`src/rtl/puf_eval_ctrl.sv`:
```
// RO-PUF evaluation sequencer: per bit clears the RO counters, runs both banks for a window,
// drains the synchronisers and compares the counts. Optional macro: PUF_TIE_FLAG_EN.
module puf_eval_ctrl #(
   parameter int NBITS = 8,
   parameter int WIN_W = 8
) (
   input  logic             clk,
   input  logic             rst_n,
   input  logic             start,
   input  logic [WIN_W-1:0] win_len,
   input  logic [7:0]       cnt_a,
   input  logic [7:0]       cnt_b,
   output logic             ro_en,
   output logic             cnt_clr,
   output logic [2:0]       sel,
   output logic             busy,
   output logic             done,
   output logic [NBITS-1:0] response,
   output logic [NBITS-1:0] tie_mask,
   output logic [2:0]       state_dbg
);

   // Handshake: start is a single-cycle request honoured only in IDLE; done is a
   // single-cycle pulse with response/tie_mask valid, which then hold until the next start.

   typedef enum logic [2:0] {
      S_IDLE    = 3'd0,
      S_CLEAR   = 3'd1,
      S_RUN     = 3'd2,
      S_SETTLE  = 3'd3,
      S_COMPARE = 3'd4,
      S_DONE    = 3'd5
   } state_t;

   localparam logic [2:0]       LAST_IDX = 3'(NBITS - 1);
   localparam logic [WIN_W-1:0] ONE_W    = {{(WIN_W-1){1'b0}}, 1'b1};

   state_t           state_q, state_d;
   logic [2:0]       idx_q;
   logic [WIN_W-1:0] timer_q;
   logic [WIN_W-1:0] win_q;
   logic [NBITS-1:0] resp_q;

   always_ff @(posedge clk or posedge rst_n) begin
      if (rst_n) state_q <= S_IDLE;
      else       state_q <= state_d;
   end

   always_comb begin
      state_d = state_q;
      ro_en   = 1'b0;
      cnt_clr = 1'b0;
      busy    = 1'b0;
      done    = 1'b0;
      sel     = idx_q;
      case (state_q)
         S_IDLE: begin
            sel = 3'd0;
            if (start) state_d = S_CLEAR;
         end
         S_CLEAR: begin
            cnt_clr = 1'b1;
            busy    = 1'b1;
            state_d = S_RUN;
         end
         S_RUN: begin
            ro_en = 1'b1;
            busy  = 1'b1;
            if (timer_q == win_q - ONE_W) state_d = S_SETTLE;
         end
         S_SETTLE: begin
            busy = 1'b1;
            if (timer_q == ONE_W) state_d = S_COMPARE;
         end
         S_COMPARE: begin
            busy    = 1'b1;
            state_d = (idx_q == LAST_IDX) ? S_DONE : S_CLEAR;
         end
         S_DONE: begin
            done    = 1'b1;
            state_d = S_IDLE;
         end
         default: state_d = S_IDLE;
      endcase
   end

   // timer restarts from 0 on every state change, so it counts cycles spent in the current state
   always_ff @(posedge clk or posedge rst_n) begin
      if (rst_n) begin
         idx_q   <= 3'd0;
         timer_q <= '0;
         win_q   <= ONE_W;
         resp_q  <= '0;
      end else begin
         timer_q <= (state_d != state_q) ? '0 : timer_q + ONE_W;
         if (state_q == S_IDLE && start) begin
            win_q  <= (win_len == '0) ? ONE_W : win_len;
            idx_q  <= 3'd0;
            resp_q <= '0;
         end
         if (state_q == S_COMPARE) begin
            resp_q[idx_q] <= (cnt_a > cnt_b);
            if (state_d == S_CLEAR) idx_q <= idx_q + 3'd1;
         end
      end
   end

`ifdef PUF_TIE_FLAG_EN
   logic [NBITS-1:0] tie_q;

   always_ff @(posedge clk or posedge rst_n) begin
      if (rst_n) begin
         tie_q <= '0;
      end else begin
         if (state_q == S_IDLE && start) tie_q <= '0;
         if (state_q == S_COMPARE) tie_q[idx_q] <= (cnt_a == cnt_b);
      end
   end

   assign tie_mask = tie_q;
`else
   assign tie_mask = '0;
`endif

   assign response  = resp_q;
   assign state_dbg = state_q;

endmodule

```
`config.mk`:
```
export PLATFORM = sky130hd
export DESIGN_NAME = puf_eval_ctrl
export DESIGN_NICKNAME = d
export VERILOG_FILES = /design/src/rtl/puf_eval_ctrl.sv
export SDC_FILE = /design/constraint.sdc
export NUM_CORES = 1
export LEC_CHECK = 0
export ABC_CLOCK_PERIOD_IN_PS = 2900
export CAP_MARGIN = 10
export CORE_ASPECT_RATIO = 0.5
export CORE_UTILIZATION = 48
export DETAILED_ROUTE_END_ITERATION = 10
export HOLD_SLACK_MARGIN = 0.05
export PLACE_DENSITY_LB_ADDON = 0.05
export SETUP_SLACK_MARGIN = 0.05
export SYNTH_ARGS = -nofsm -noshare
export SYNTH_HDL_FRONTEND = slang
export SYNTH_SLANG_ARGS = --single-unit
```
`constraint.sdc`:
```
create_clock -name clk -period 2.9 [get_ports clk]
set_clock_uncertainty 0.1 [all_clocks]
set_input_delay 0.435 -clock clk [delete_from_list [all_inputs] [get_ports clk]]
set_output_delay 0.435 -clock clk [all_outputs]
set_load 0.1 [all_outputs]
```
==> key figures <==
Outcome
  – Outcome: finished clean

Placement
  – Area after detailed placement: 2360 um^2
  – Number of buffers added on ports: 44
  – RePlAce Congestion: 0.780
  – Number of placed instances, taps included: 295
  – Estimated wirelength of the detail-placed design: 2980 um
  – Setup slack at placement: 0.376 ns

STA
  – Min Clock Period, post-route: 2.41 ns
  – Max Clk Rate: 0.415 GHz
  – Number of slew-limit violations in the final report: 0
  – Final critical-path share of the clock period: 83.2%
  – Final setup margin: 0.489 ns
  – Number of failing setup endpoints in the final timing report: 0
  – Final number of hold-violating endpoints: 0
  – RSZ-0062 raised after global routing: no
  – Worst Tran Pin Value: 0.750 ns
  – Normalized max-slew margin: 49.9%

Logic synthesis
  – Post-synthesis instance area: 1950 um^2
  – Synth Flop Type: sky130_fd_sc_hd__dfrtp_1
  – Average cell area after synthesis: 9.46 um^2
  – Count of flip-flops with a built-in enable after synthesis: 0
  – Warnings from Yosys: 0
  – Share of flip-flops with an asynchronous set or reset: 100%
  – Mapped Cells: 206
  – Share of synthesized area occupied by flip-flops and latches: 38.6%
  – #FFs+latches synth: 30
  – Post-synthesis cell type count: 39

Critical path
  – Arrival @ worst endpoint: 2.44 ns
  – Ordered cell list for the critical path: inv_1, ha_1, nor3b_1, xnor2_1, nand4_1, or4_4, a21oi_4, nor4_1
  – Data required time of the worst path: 2.93 ns
  – Critical setup path kind: reg -> reg
  – Kind of cell adding the most delay to the critical path: simple AND/OR/NAND/NOR gates
  – Worst-path fanout max: 9
  – CP startpoint kind: flop
  – Worst stage delay on the critical path: 0.58 ns
  – Critical-path cell with the highest stage delay: sky130_fd_sc_hd__dfstp_2
  – Crit end category: flop
  – Bufs and invs on worst path: 1

Route
  – # DRC: 0
  – Via/cell ratio: 5.18
  – Final antenna-violating net count: 0
  – Routed WL per cell: 13.0 um
  – Final wirelength: 3930 um
  – Number of violations reported at the end of detailed-routing iteration 0: 30
  – Via Count: 1569
  – Number of iterations in the first detailed-routing pass: 4

Clock network
  – Count of clock tree sinks: 30
  – CTS tree: built
  – Buffer levels on the longest clock path: 2
  – Latest clock arrival within the worst-skew pair: 0.28 ns
  – CTS HTree Levels: 2
  – # resized after CTS: 0
  – Clk slew on worst S/H paths: 0.06 ns
  – Clk root buf: sky130_fd_sc_hd__clkbuf_8
  – TritonCTS Buffers: 5
  – Number of setup buffers added after CTS: 0
  – CTS Hold Buffers Added: 0

Layout
  – Area overhead of the layout relative to synthesis: 25.9%
  – Core utilization of the finished layout: 67.1%
  – Fill cell total of the finished layout: 319
  – Count of placed standard cells in the final layout, fillers left out: 303
  – Final net count: 291
  – Diodes inserted: 0
  – Final instance area: 2450 um^2
  – Fraction of layout instances using a drive strength above 1: 17.9%

Die
  – Std-Cell Rows: 15
  – Initial core utilization: 53.3%
  – Die width: 92.1 um
  – Die Y-Extent: 47.1 um
  – Number of top-level design ports: 53
  – Full die area: 4340 um^2
  – Core region area: 3660 um^2

Run
  – Max_cap viols: 0

Global route
  – Number of antenna violations at the first check in global routing: 0
  – Maximum number of pins on one net before global-route repair: 21
  – Wire length of the first global-routing pass: 6400 um
  – Global-route usage over all layers: 19.7%
  – Number of global-route vias before repair: 1457
  – Total congestion overflow after global routing: 0

Power
  – Pint: 1120 uW
  – Net Sw Power: 1030 uW
  – Net switching share of the total power: 48.1%
  – Worst voltage drop across the vdd grid: 0.000429 V
  – Power Density: 876 nW/um^2
  – Static power due to leakage: 0.00113 uW
  – Total design power: 2150 uW
  – Part of the power in registers: 33.2%
  – Gate power share: 50.8%
  – Clock share of power: 16.0%

Hold path
  – Hold WC Path Type: reg -> reg
-- sequential cells by signal (all words and copies together) (netlist names) --
| signal | flops |
|---|---|
| idx_q | 3 |
| response | 8 |
| state_dbg | 3 |
| timer_q | 8 |
| win_q | 8 |
-- area by class of cell --
cell class / instances / area [um^2] / area share [%]
well taps: 51 / 63.8 / 2.60
multi-input cells: 156 / 1090 / 44.6
inverters: 13 / 48.8 / 1.99
clock inverters: 1 / 5.00 / 0.204
repair buffers: 45 / 403 / 16.4
clock buffers: 7 / 86.3 / 3.52
flip-flops and latches: 30 / 753 / 30.7
-- synth_stat cells (2+ instances only) --
| master | count | share of area [%] |
|---|---|---|
| sky130_fd_sc_hd__ha_1 | 13 | 8.3 |
| sky130_fd_sc_hd__nand2b_1 | 3 | 0.96 |
| sky130_fd_sc_hd__nand2_1 | 13 | 2.5 |
| sky130_fd_sc_hd__nand3_1 | 14 | 3.6 |
| sky130_fd_sc_hd__o21ai_1 | 2 | 0.51 |
| sky130_fd_sc_hd__inv_1 | 13 | 2.5 |
| sky130_fd_sc_hd__a22o_1 | 2 | 0.90 |
| sky130_fd_sc_hd__nor4_1 | 11 | 3.5 |
| sky130_fd_sc_hd__a21oi_1 | 7 | 1.8 |
| sky130_fd_sc_hd__xnor2_1 | 11 | 4.9 |
| sky130_fd_sc_hd__o21ai_0 | 10 | 2.6 |
| sky130_fd_sc_hd__nor2b_1 | 6 | 1.9 |
| sky130_fd_sc_hd__nor3b_1 | 2 | 0.77 |
| sky130_fd_sc_hd__xor2_1 | 8 | 3.6 |
| sky130_fd_sc_hd__mux2_2 | 8 | 4.6 |
| sky130_fd_sc_hd__or2b_2 | 2 | 0.90 |
| sky130_fd_sc_hd__clkbuf_1 | 4 | 0.77 |
| sky130_fd_sc_hd__and3_1 | 4 | 1.3 |
| sky130_fd_sc_hd__nor2_1 | 9 | 1.7 |
| sky130_fd_sc_hd__nor3_1 | 8 | 2.1 |
| sky130_fd_sc_hd__dfrtp_1 | 29 | 37 |
| sky130_fd_sc_hd__nand4_1 | 3 | 0.96 |
| sky130_fd_sc_hd__buf_4 | 8 | 3.1 |
-- cell families after synthesis --
family | count (synthesis) | synth area share [%]
AO/OA/AOI/OAI | 26 | 8.73
XOR/XNOR | 19 | 8.54
adder cells (fa/ha/maj) | 13 | 8.34
buffers and inverters | 27 | 7.64
flip-flops | 30 | 38.6
multiplexers | 9 | 5.13
other | 1 | 0.192
AND/OR/NAND/NOR | 81 | 22.9
-- metrics by stage --
step | TNS (ns) | hold WS, ns
global placement | 0 | 0.386
global route | 0 | 0.451
floorplan | -1.37 | 0.401
finish | 0 | 0.406
detailed placement | 0 | 0.395
CTS | 0 | 0.411
-- power by group through the flow --
stage | clock, uW | combinational [uW] | sequential, uW
CTS | 347 | 1100 | 712
global route | 373 | 1160 | 736
detailed placement | 0 | 1090 | 715
global placement | 0 | 1070 | 713
floorplan | 0 | 775 | 820
finish | 344 | 1090 | 713
-- worst paths after layout --
path                              from           to  slack, ns  cells after the start
min in group asynchronous        rst_n   timer_q[2]       0.49                      2
min                        response[3]  response[3]       0.41                      2
max in group asynchronous        rst_n     idx_q[1]       1.57                      3
max reg2reg                   win_q[0]   timer_q[5]       0.49                      8
min reg2reg                response[3]  response[3]       0.41                      2
max                           win_q[0]   timer_q[5]       0.49                      8
-- metal layers --
layer | routed length [um] | track usage [%]
met5 | 0 | 0
met2 | 1860 | 33.0
met4 | 20 | 4.69
met3 | 163 | 7.61
met1 | 1890 | 24.8
-- worst min-delay path: stages, from the launching register on --
cell,delay [ns]
sky130_fd_sc_hd__dfrtp_1,0.34
sky130_fd_sc_hd__nand3_1,0.06
sky130_fd_sc_hd__o21ai_1,0.06
-- cells in the final DEF (no fill, tap or decap), drive strengths merged, types with 2 or more instances in the layout --
cell	instances
dfrtp	29
clkdlybuf4s50	26
buf	19
nand3	14
nand2	13
inv	13
ha	13
o21ai	12
nor4	11
xnor2	11
nor2	9
nor3	8
mux2	8
xor2	8
conb	8
a21oi	8
clkbuf	7
nor2b	6
and3	5
nand2b	3
nand4	3
or2b	2
a22o	2
or4	2
nor3b	2
(Power assumes the default switching activity.)
